$ cat src/rtl/neuron_mac_seq_if.sv
// Bus bundle between the MAC neuron, its weight/feature BRAMs and the
// downstream consumer of the activation. The neuron sits on the slave side.
interface neuron_mac_seq_if #(
  parameter int ADDR_W = 5,
  parameter int DATA_W = 16
);
  logic              start;
  logic [DATA_W-1:0] bias;
  logic              busy;
  logic [ADDR_W-1:0] addr;
  logic              en;
  logic [DATA_W-1:0] w_do;
  logic [DATA_W-1:0] x_do;
  logic [DATA_W-1:0] y;
  logic              y_valid;
  logic              y_ready;

  modport slave (
    input  start, bias, w_do, x_do, y_ready,
    output busy, addr, en, y, y_valid
  );

  modport master (
    output start, bias, w_do, x_do, y_ready,
    input  busy, addr, en, y, y_valid
  );
endinterface

$ cat src/rtl/neuron_mac_seq.sv
// Sequenced multiply-accumulate neuron: walks both BRAMs, accumulates
// weight*feature, adds bias, rounds half-up, saturates and optionally
// applies ReLU. Result is offered on a valid/ready output.
module neuron_mac_seq #(
  parameter int N_IN      = 28,
  parameter int ADDR_W    = 5,
  parameter int DATA_W    = 16,
  parameter int FRAC_BITS = 8,
  parameter int ACC_W     = 40,
  parameter bit RELU_EN   = 1'b1
) (
  input logic              clk,
  input logic              rst,
  neuron_mac_seq_if.slave  bus
);

  typedef enum logic [2:0] {IDLE, FETCH, DRAIN, FINAL, DONE} state_t;

  localparam logic [ADDR_W-1:0] LAST_ADDR = ADDR_W'(N_IN - 1);
  localparam logic signed [ACC_W-1:0] Y_MAX =
    {{(ACC_W-DATA_W+1){1'b0}}, {(DATA_W-1){1'b1}}};
  localparam logic signed [ACC_W-1:0] Y_MIN =
    {{(ACC_W-DATA_W+1){1'b1}}, {(DATA_W-1){1'b0}}};
  localparam logic signed [ACC_W-1:0] ROUND_HALF =
    {{(ACC_W-1){1'b0}}, 1'b1} << (FRAC_BITS - 1);

  state_t state, state_next;
  logic   accept, last_fetch, load_y, xfer;

  logic [ADDR_W-1:0]          addr_q;
  logic                       en_q;
  logic signed [2*DATA_W-1:0] prod_q;
  logic                       prod_valid_q;
  logic signed [ACC_W-1:0]    acc_q;
  logic signed [DATA_W-1:0]   bias_q;
  logic [DATA_W-1:0]          y_q;
  logic                       y_valid_q;

  logic signed [ACC_W-1:0] prod_ext, bias_ext, sum, shifted;
  logic [DATA_W-1:0]       y_next;

  // State register
  always_ff @(posedge clk) begin
    if (rst) state <= IDLE;
    else     state <= state_next;
  end

  // Next-state and one-cycle control strobes
  always_comb begin
    state_next = state;
    accept     = 1'b0;
    last_fetch = 1'b0;
    load_y     = 1'b0;
    xfer       = 1'b0;
    case (state)
      IDLE:  if (bus.start) begin
               accept     = 1'b1;
               state_next = FETCH;
             end
      FETCH: if (addr_q == LAST_ADDR) begin
               last_fetch = 1'b1;
               state_next = DRAIN;
             end
      // The last product is still waiting to be accumulated here
      DRAIN: state_next = FINAL;
      FINAL: begin
               load_y     = 1'b1;
               state_next = DONE;
             end
      DONE:  if (y_valid_q && bus.y_ready) begin
               xfer       = 1'b1;
               state_next = IDLE;
             end
      default: state_next = IDLE;
    endcase
  end

  // BRAM address walk; address parks at 0 whenever reads are disabled
  always_ff @(posedge clk) begin
    if (rst) begin
      addr_q <= '0;
      en_q   <= 1'b0;
    end else if (accept) begin
      addr_q <= '0;
      en_q   <= 1'b1;
    end else if (last_fetch) begin
      addr_q <= '0;
      en_q   <= 1'b0;
    end else if (en_q) begin
      addr_q <= addr_q + 1'b1;
    end
  end

  // Product stage then accumulate stage; en delayed one cycle marks valid products
  always_ff @(posedge clk) begin
    if (rst) begin
      prod_q       <= '0;
      prod_valid_q <= 1'b0;
      acc_q        <= '0;
      bias_q       <= '0;
    end else begin
      prod_valid_q <= en_q;
      if (en_q) prod_q <= $signed(bus.w_do) * $signed(bus.x_do);
      if (accept) begin
        acc_q  <= '0;
        bias_q <= $signed(bus.bias);
      end else if (prod_valid_q) begin
        acc_q <= acc_q + prod_ext;
      end
    end
  end

  // Bias, round half-up, saturate and optional ReLU
  always_comb begin
    prod_ext = {{(ACC_W-2*DATA_W){prod_q[2*DATA_W-1]}}, prod_q};
    bias_ext = {{(ACC_W-DATA_W){bias_q[DATA_W-1]}}, bias_q};
    sum      = acc_q + (bias_ext <<< FRAC_BITS) + ROUND_HALF;
    shifted  = sum >>> FRAC_BITS;
    if (shifted > Y_MAX)      y_next = Y_MAX[DATA_W-1:0];
    else if (shifted < Y_MIN) y_next = Y_MIN[DATA_W-1:0];
    else                      y_next = shifted[DATA_W-1:0];
    if (RELU_EN && shifted[ACC_W-1]) y_next = '0;
  end

  // Output register; Y holds its value after the transfer
  always_ff @(posedge clk) begin
    if (rst) begin
      y_q       <= '0;
      y_valid_q <= 1'b0;
    end else if (load_y) begin
      y_q       <= y_next;
      y_valid_q <= 1'b1;
    end else if (xfer) begin
      y_valid_q <= 1'b0;
    end
  end

  assign bus.busy    = (state != IDLE);
  assign bus.addr    = addr_q;
  assign bus.en      = en_q;
  assign bus.y       = y_q;
  assign bus.y_valid = y_valid_q;

endmodule

$ cat src/flat_wrapper.sv
// flat-port wrapper written by rule: the top's interface ports become plain ports
module neuron_mac_seq_flat 
#(
  parameter int N_IN      = 28,
  parameter int ADDR_W    = 5,
  parameter int DATA_W    = 16,
  parameter int FRAC_BITS = 8,
  parameter int ACC_W     = 40,
  parameter bit RELU_EN   = 1'b1
)
  (clk, rst, bus_start, bus_bias, bus_w_do, bus_x_do, bus_y_ready, bus_busy, bus_addr, bus_en, bus_y, bus_y_valid);
  neuron_mac_seq_if #(.ADDR_W(ADDR_W), .DATA_W(DATA_W)) bus_i ();
  input logic clk;
  input logic rst;
  input wire logic [$bits(bus_i.start)-1:0] bus_start;
  input wire logic [$bits(bus_i.bias)-1:0] bus_bias;
  input wire logic [$bits(bus_i.w_do)-1:0] bus_w_do;
  input wire logic [$bits(bus_i.x_do)-1:0] bus_x_do;
  input wire logic [$bits(bus_i.y_ready)-1:0] bus_y_ready;
  output wire logic [$bits(bus_i.busy)-1:0] bus_busy;
  output wire logic [$bits(bus_i.addr)-1:0] bus_addr;
  output wire logic [$bits(bus_i.en)-1:0] bus_en;
  output wire logic [$bits(bus_i.y)-1:0] bus_y;
  output wire logic [$bits(bus_i.y_valid)-1:0] bus_y_valid;
  assign bus_i.start = bus_start;
  assign bus_i.bias = bus_bias;
  assign bus_i.w_do = bus_w_do;
  assign bus_i.x_do = bus_x_do;
  assign bus_i.y_ready = bus_y_ready;
  assign bus_busy = bus_i.busy;
  assign bus_addr = bus_i.addr;
  assign bus_en = bus_i.en;
  assign bus_y = bus_i.y;
  assign bus_y_valid = bus_i.y_valid;
  neuron_mac_seq #(.N_IN(N_IN), .ADDR_W(ADDR_W), .DATA_W(DATA_W), .FRAC_BITS(FRAC_BITS), .ACC_W(ACC_W), .RELU_EN(RELU_EN)) u_core (.clk(clk), .rst(rst), .bus(bus_i));
endmodule
$ cat config.mk
export PLATFORM = sky130hd
export DESIGN_NAME = neuron_mac_seq_flat
export DESIGN_NICKNAME = d
export VERILOG_FILES = /design/src/rtl/neuron_mac_seq_if.sv /design/src/rtl/neuron_mac_seq.sv /design/src/flat_wrapper.sv
export SDC_FILE = /design/constraint.sdc
export NUM_CORES = 1
export LEC_CHECK = 0
export ABC_CLOCK_PERIOD_IN_PS = 7080
export BUFFER_PORTS_ARGS = -buffer_cell sky130_fd_sc_hd__buf_2
export CAP_MARGIN = 20
export CORE_MARGIN = 1.5
export CORE_UTILIZATION = 30
export DETAILED_ROUTE_END_ITERATION = 7
export PLACE_DENSITY = 0.46
export SYNTH_ARGS = -nofsm -noshare
export SYNTH_HDL_FRONTEND = slang
export SYNTH_SLANG_ARGS = --single-unit
$ cat constraint.sdc
create_clock -name clk -period 7.08 [get_ports clk]
set_input_delay 1.416 -clock clk [delete_from_list [all_inputs] [get_ports clk]]
set_output_delay 1.416 -clock clk [all_outputs]
set_load 0.03 [all_outputs]
Word level (Yosys, flattened, before mapping)
Cells that the tools add are included.
{ "word_totals": {"regBits": 115, "inputBits": 52, "out_inout_bits": 24} }
{ "classes": {"n_addsub": 4, "multipliers": 1, "order_cmp": 2, "eq_ne": 8, "n_mux": 18, "n_reduce_logical": 8} }
{ "op_table": {"columns": ["op", "count"], "rows": [
  ["16-bit 2-to-1 mux", 3],
  ["40-bit by 24-bit adder with 40-bit output", 1],
  ["40-bit by 32-bit adder with 40-bit output", 1],
  ["40-bit by 9-bit adder with 40-bit output, second input constant", 1],
  ["32-bit by 16-bit greater-than comparator with 1-bit output, second input constant", 1],
  ["32-bit by 16-bit less-than comparator with 1-bit output, second input constant", 1],
  ["16-bit by 16-bit multiplier with 32-bit output", 1],
  ["3-bit case mux with 5 select lines", 1],
  ["1-bit 2-to-1 mux", 11],
  ["3-bit 2-to-1 mux", 3],
  ["3-bit by 2-bit == test with 1-bit output, second input constant", 2],
  ["5-bit by 1-bit adder with 5-bit output, second input constant", 1],
  ["5-bit == test, second input constant", 1],
  ["2-bit by 1-bit inequality test with 1-bit output, second input constant", 2],
  ["2-bit nonzero test", 2],
  ["3-bit by 1-bit == test with 1-bit output, second input constant", 1],
  ["3-bit == test, second input constant", 1],
  ["3-bit zero test", 1],
  ["3-bit AND reduction", 1],
  ["3-bit nonzero test", 1],
  ["3-bit OR reduction", 1],
  ["2-bit inequality test, second input constant", 1],
  ["2-bit OR reduction", 1],
  ["1-bit logical AND", 1]
]} }

Logic depth before layout (Yosys ltp)
Gate-level depths: netlist of run 1.
{ "depth": {"depth_word": 6, "depth_mapped": 24, "ltp_nobuf": 23} }

Worst setup path before layout of run 1
OpenSTA, ideal clock, no wires.
{ "synth_timing": {"path_kind": "in2reg", "from": "in bus_w_do[15]", "to": "reg u_core.prod_q[31]", "arrival_ps": 7229, "t_required_ps": 6994, "setup_slack_ps": -235, "cell_stages": 21, "cell_sequence": "clkbuf_1 > nand2_1 > inv_1 > fa_1 > fa_1 > fa_1 > fa_1 > fa_1 > inv_1 > fa_1 > inv_1 > ha_1 > or2_2 > a31o_2 > o41ai_1 > o21bai_1 > a21o_1 > a211oi_1 > o21ai_0 > xnor2_1 > a211oi_1"} }
{ "synth_via": {"elab_chain_len": 1} }
{ "synth_rtl": {"columns": ["element", "line", "source"], "rows": [
  ["start: declaration", "flat_wrapper.sv:17", "input wire logic [$bits(bus_i.w_do)-1:0] bus_w_do;"],
  ["16-bit by 16-bit multiplier with 32-bit output", "neuron_mac_seq.sv:103", "if (en_q) prod_q <= $signed(bus.w_do) * $signed(bus.x_do);"],
  ["end signal: assignment", "neuron_mac_seq.sv:103", null],
  ["end: declaration", "neuron_mac_seq.sv:32", "logic signed [2*DATA_W-1:0] prod_q;"]
]} }
Every way passes these cells.
A chain may end at the register's enable or synchronous reset.

Worst setup path in the final report of run 1
{ "layout_timing": {"from": "in bus_x_do[6]", "to": "reg u_core.prod_q[31]"} }
{ "layout_via": {"elab_chain_len": 1} }
{ "layout_rtl": {"columns": ["element", "line", "source"], "rows": [
  ["start: declaration", "flat_wrapper.sv:18", "input wire logic [$bits(bus_i.x_do)-1:0] bus_x_do;"],
  ["16-bit by 16-bit multiplier with 32-bit output", "neuron_mac_seq.sv:103", null]
]} }
Every way passes these cells.

==> reports/summary.txt, run 1 <==
Reg clk slew, reported paths: 0.07 ns
post-route cell area: 0.02039 mm²
total grt overflow: 0
initial core utilization: 30.43%
Clock Skews: 0.01381 ns
Syn Std Cell Area: 0.01759 mm²
DRT Pass-1 Iters: 4
Via density: 4.772
Gate Count Post-Synth: 2,042
nets: 2,663
Worst-Margin Slew: 0.7860 ns
Detail Route Antenna Nets: 0
worst-skew pair later-pin latency: 0.42 ns
beginning of the critical path: bus_x_do[6]
Setup CP Type: in2reg
Peak Freq: 0.1451 GHz
Slew Viols, Final: 0
syn nets: 2,511
largest net degree at the start of global routing: 64
reg-to-reg slack, setup: 3.03 ns
Worst Setup End Kind: register
vias: 14.18k
final worst slack: 0.1881 ns
register area share after synthesis: 13.09%
Worst Hold Path Cells: 2
hold violation count in the final report: 0
worst path arrival time: 7.23 ns
TritonCTS Buffers: 17
Layout area overhead: 15.91%
width of the die: 245.1 µm
die area: 0.06009 mm²
most common cell after layout, fill and taps aside: inv_1
number of DRC markers in iteration 0: 626
RR Endpoint: u_core.bus.y[4]
reg2reg start: u_core.bias_q[15]
R2R cell count: 11
number of synthesized flops with an enable pin: 0
Post-Syn Area per Cell: 8.613 µm²
CTS tree: done
commonest non-fill, non-tap cells in the layout: inv_1, fa_1, nand2_1, ha_1, buf_4
crit path to: u_core.prod_q[31]
Root Buffer: clkbuf_16
RSZ-0062 raised after global routing: true
vias in the first global route: 14.66k
Placer Congestion: 0.8163
maxcap violations: 0
# IOs: 76
Max-slew headroom: 47.53%
outcome: finished, final reports clean
final worst path period need: 6.892 ns
Worst EP required: 7.42 ns
initial antenna violation count: 0
CP Max Fanout: 7
CTS Sinks: 115
drt drc: 0
FP Rows: 88
cts hold-fix bufs: 0
overall routed net length: 44.43 mm
core area: 0.05781 mm²
diode count: 0
DIE HEIGHT: 245.1 µm
synth top area cells: fa_1, dfxtp_1, ha_1
crit share post-route: 97.34%
hold_sp: u_core.acc_q[5]
layout cells sized above 1: 13.32%
Yosys warnings: 0
top-area cell type share of the netlist area: 30.05%
CP startpoint kind: input pin
postcts setup bufs: 0
wire per inst: 14.95 µm
Bufs on Longest Clock Path: 2
dpl cell area: 0.01966 mm²
Post-synth ARST share: 0%
I/O Buffers: 75
pre-CTS setup slack: -0.4878 ns
top cell type by total area after synthesis: fa_1
post-detail-place hpwl: 37.56 mm
synthesis-stage register bit count: 115
GRT Total Usage: 15.06%
H-tree depth: 4
ys flop type: dfxtp_1
Finish-stage setup viols: 0
first-pass GRT wire length: 73.83 mm
Worst Hold Class: reg2reg
synth unique cells: 67
[worst min path at each step]
| stage | end | slack (ns) |
|---|---|---|
| final | u_core.acc_q[5] | 0.47 |
| after global routing | u_core.bias_q[3] | 0.49 |
| after CTS | u_core.bus.y[15] | 0.47 |
| after detailed placement | u_core.bus.y[15] | 0.45 |
| after global placement | u_core.bus.y[15] | 0.44 |
| after floorplan | u_core.prod_q[24] | 0.43 |
[kinds of logic after synthesis]
logic type / Yosys count / share of synthesized area, %
mux: 43 / 2.468
xor+xnor: 97 / 4.830
buf+inv: 394 / 8.579
fa+ha+maj: 417 / 40.93
simple gates: 598 / 16.24
flops: 115 / 13.09
compound gates: 378 / 13.86
[per-layer routing]
| metal | vias up | global-route usage [%] | routed length, µm |
|---|---|---|---|
| li1 | 6929 | - | - |
| met1 | 7076 | 19.90 | 20410 |
| met2 | 137 | 26.57 | 22610 |
| met3 | 40 | 1.400 | 733 |
| met4 | 0 | 3.068 | 680 |
| met5 | - | 0 | 0 |
[worst max-delay path, cell delays in order]
cell	delay [ns]
buf_2	0.16
and2_1	0.17
fa_1	0.55
inv_1	0.07
fa_1	0.51
fa_1	0.51
inv_1	0.04
ha_1	0.30
fa_1	0.53
inv_1	0.05
fa_1	0.54
inv_1	0.05
ha_1	0.20
or4_1	0.53
a21oi_2	0.22
o31ai_4	0.08
a41oi_1	0.22
buf_4	0.18
nor4_4	0.06
buf_4	0.13
a211oi_2	0.22
o21ai_1	0.11
xnor2_1	0.13
a211oi_1	0.22
[flip-flops by register name (all words and copies together), names as in the netlist]
| signal | cells |
|---|---|
| u_core.prod_valid_q | 1 |
| u_core.bias_q | 16 |
| u_core.state | 3 |
| u_core.bus.y_valid | 1 |
| u_core.acc_q | 40 |
| u_core.bus.en | 1 |
| u_core.bus.y | 16 |
| u_core.prod_q | 32 |
| u_core.bus.addr | 5 |
[Yosys cell counts, drive strengths merged, types with 6 or more instances]
library cell    n
buf            19
a21o           55
a21oi         133
nor2          124
o21a           11
o21ai          61
o21bai         17
xor2           32
nand4          16
a211oi         15
nand2         225
ha            153
xnor2          65
o22ai           8
and3            9
fa            264
and2          123
o211ai         10
a22oi          14
nor3           21
inv           312
mux2i          40
or2             6
dfxtp         115
nand3          23
nor2b           6
a31oi          15
clkbuf         63
nand2b         23
[per-stage QoR]
step	hold slack, ns	instances	util, %	setup TNS [ns]
after floorplan	0.4291	2042	-	0
after global placement	0.4384	2938	34.00	-2.692
after detailed placement	0.4532	2939	34.02	-2.766
after CTS	0.4672	2971	35.09	0
after global routing	0.4858	2972	35.27	-0.02832
final	0.4676	2972	35.27	0
[area by class of cell]
| type | instances | area [µm²] |
|---|---|---|
| clock buffers | 18 | 439.2 |
| multi-input cells | 1533 | 13880 |
| repair buffers | 215 | 1458 |
| clock inverters | 14 | 177.7 |
| inverters | 312 | 1171 |
| fillers | 6003 | 37420 |
| well taps | 765 | 957.2 |
| flip-flops and latches | 115 | 2303 |
[timing repair]
| item | in CTS | in global routing |
|---|---|---|
| pin swaps | 0 | 6 |
| gates resized for setup | 1 | 19 |
| endpoints found under the setup margin | 2 | 6 |
Power of run 1 is left out: the tool's default activity adds up to more than one toggle a clock period on the data nets, which glitch-free logic cannot reach.
==> inputs of run 2 (changes only) <==
- ABC_CLOCK_PERIOD_IN_PS: 7080 -> 6600
- PLACE_DENSITY: 0.46 -> 0.45
- clock period: 7.08 -> 6.6 ns (I/O delays scaled with it)
==> run 2 against run 1 <==
Against the previous run: design area increased by 3.8%; cell count increased by 0.81%; sequential share of layout area decreased by 0.41 points; worst hold slack got worse by 0.0043 ns; critical endpoint is now u_core.prod_q[29]; die area unchanged; via count increased by 0.36%; register-to-register slack got worse by 0.33 ns.
==> reports/summary.txt, run 2 (synthesized netlist as in run 1, its figures left out) <==
width of the die: 245.1 µm
Top reg by flops: u_core.acc_q
RR Endpoint: u_core.bus.y[1]
maxcap violations: 0
cts hold-fix bufs: 0
layout cells sized above 1: 17.93%
most frequent cell on the critical path: fa_1
outcome: finished, final reports clean
DRT Pass-1 Iters: 5
Finish-stage setup viols: 0
Bufs on Longest Clock Path: 2
diode count: 0
# IOs: 76
initial core utilization: 30.43%
Worst Hold Class: reg2reg
Via density: 4.751
Peak Freq: 0.1556 GHz
RSZ-0062 raised after global routing: true
worst path arrival time: 6.72 ns
dpl cell area: 0.01983 mm²
Root Buffer: clkbuf_16
max reg flops: 40
hold violation count in the final report: 0
worst-skew pair later-pin latency: 0.43 ns
Max-slew headroom: 48.17%
met3 routed WL: 761 µm
post-route cell area: 0.02115 mm²
wire per inst: 14.86 µm
Critical Path Max Stage Delay: 0.68 ns
Detail Route Antenna Nets: 0
core area: 0.05781 mm²
Reg clk slew, reported paths: 0.07 ns
overall routed net length: 44.52 mm
beginning of the critical path: bus_w_do[15]
commonest non-fill, non-tap cells in the layout: inv_1, fa_1, nand2_1, buf_4, ha_1
Worst-Margin Slew: 0.7765 ns
metal2 WL: 22.53 mm
Clock Skews: 0.01725 ns
Fill cells: 5,963
Setup CP Type: in2reg
nets: 2,687
CP Max Fanout: 6
Multi-input gate area: 0.01426 mm²
drt drc: 0
total grt overflow: 0
reg-to-reg slack, setup: 2.70 ns
top layer in use: met4
met1 WL: 20.80 mm
vias: 14.23k
final worst path period need: 6.426 ns
H-tree depth: 4
first-pass GRT wire length: 74.28 mm
Slew Viols, Final: 0
setup TNS: 0 ns
vias in the first global route: 14.57k
Worst EP required: 6.89 ns
Largest regs: u_core.acc_q: 40 flops, u_core.prod_q: 32 flops
reg2reg start: u_core.bias_q[15]
crit path to: u_core.prod_q[29]
Layout area overhead: 20.27%
R2R cell count: 11
Worst Setup End Kind: register
FP Rows: 88
CP startpoint kind: input pin
die area: 0.06009 mm²
CTS tree: done
TritonCTS Buffers: 17
I/O Buffers: 75
largest net degree at the start of global routing: 64
initial antenna violation count: 0
crit path cell chain: buf_6, nand2_4, inv_2, fa_2, buf_6, fa_1, fa_1, fa_1, fa_1, inv_2, fa_1, inv_2, ha_4, a21oi_2, o21bai_1, and2_4, o41ai_4, o21bai_1, a21o_1, a211oi_4, buf_4, xnor2_1, mux2i_1, nor2_1
Register Area: 0.002303 mm²
post-detail-place hpwl: 37.49 mm
CTS Sinks: 115
GRT Total Usage: 15.10%
slowest stage cell, crit path: fa_2
most common cell after layout, fill and taps aside: inv_1
number of DRC markers in iteration 0: 638
DIE HEIGHT: 245.1 µm
crit share post-route: 97.36%
Placer Congestion: 0.8309
## run 2: per-layer routing
| layer | track usage (%) | vias up |
|---|---|---|
| li1 | - | 6988 |
| met5 | 0 | - |
| met2 | 26.57 | 126 |
| met4 | 2.397 | 0 |
| met3 | 1.148 | 28 |
| met1 | 20.45 | 7091 |
## run 2: area by class of cell
class                   count  area share, %
clock buffers              18          2.076
clock inverters            14         0.9523
inverters                 312          5.554
multi-input cells        1533          67.43
flip-flops and latches    115          10.89
well taps                 765          4.525
repair buffers            239          8.571
## run 2: worst min path at each step
stage / start / endpoint / cells after the start
finish: u_core.prod_q[24] / u_core.prod_q[24] / 2
global route: u_core.bus.y[15] / u_core.bus.y[15] / 1
CTS: u_core.bus.y[15] / u_core.bus.y[15] / 1
detailed placement: u_core.bus.y[15] / u_core.bus.y[15] / 1
global placement: u_core.bus.y[15] / u_core.bus.y[15] / 1
floorplan: u_core.prod_q[24] / u_core.prod_q[24] / 2
## run 2: critical path: cells and delay by family
family	cells	cell delay (ns)
adder cells (fa/ha/maj)	7	3.38
AO/OA/AOI/OAI	6	1.00
buffers and inverters	6	0.53
AND/OR/NAND/NOR	3	0.29
multiplexers	1	0.13
XOR/XNOR	1	0.06
## run 2: timing repair
item,CTS,global route
gates resized for setup,40,117
setup endpoints to repair,7,13
cloned,0,0
pin swaps,30,82
setup buffers,5,10
## run 2: through the flow
stage                     instances  hold slack (ns)  setup slack [ns]  utilization, %
final                          2996           0.4634            0.1743           36.59
after global routing           2996           0.4788          -0.03456           36.59
after CTS                      2985           0.4662          0.003779           35.73
after detailed placement       2948           0.4519           -0.6629           34.31
after global placement         2947           0.4373           -0.5642           34.30
after floorplan                2042           0.4291          -0.01118               -
Power of run 2 is left out for the same reason.
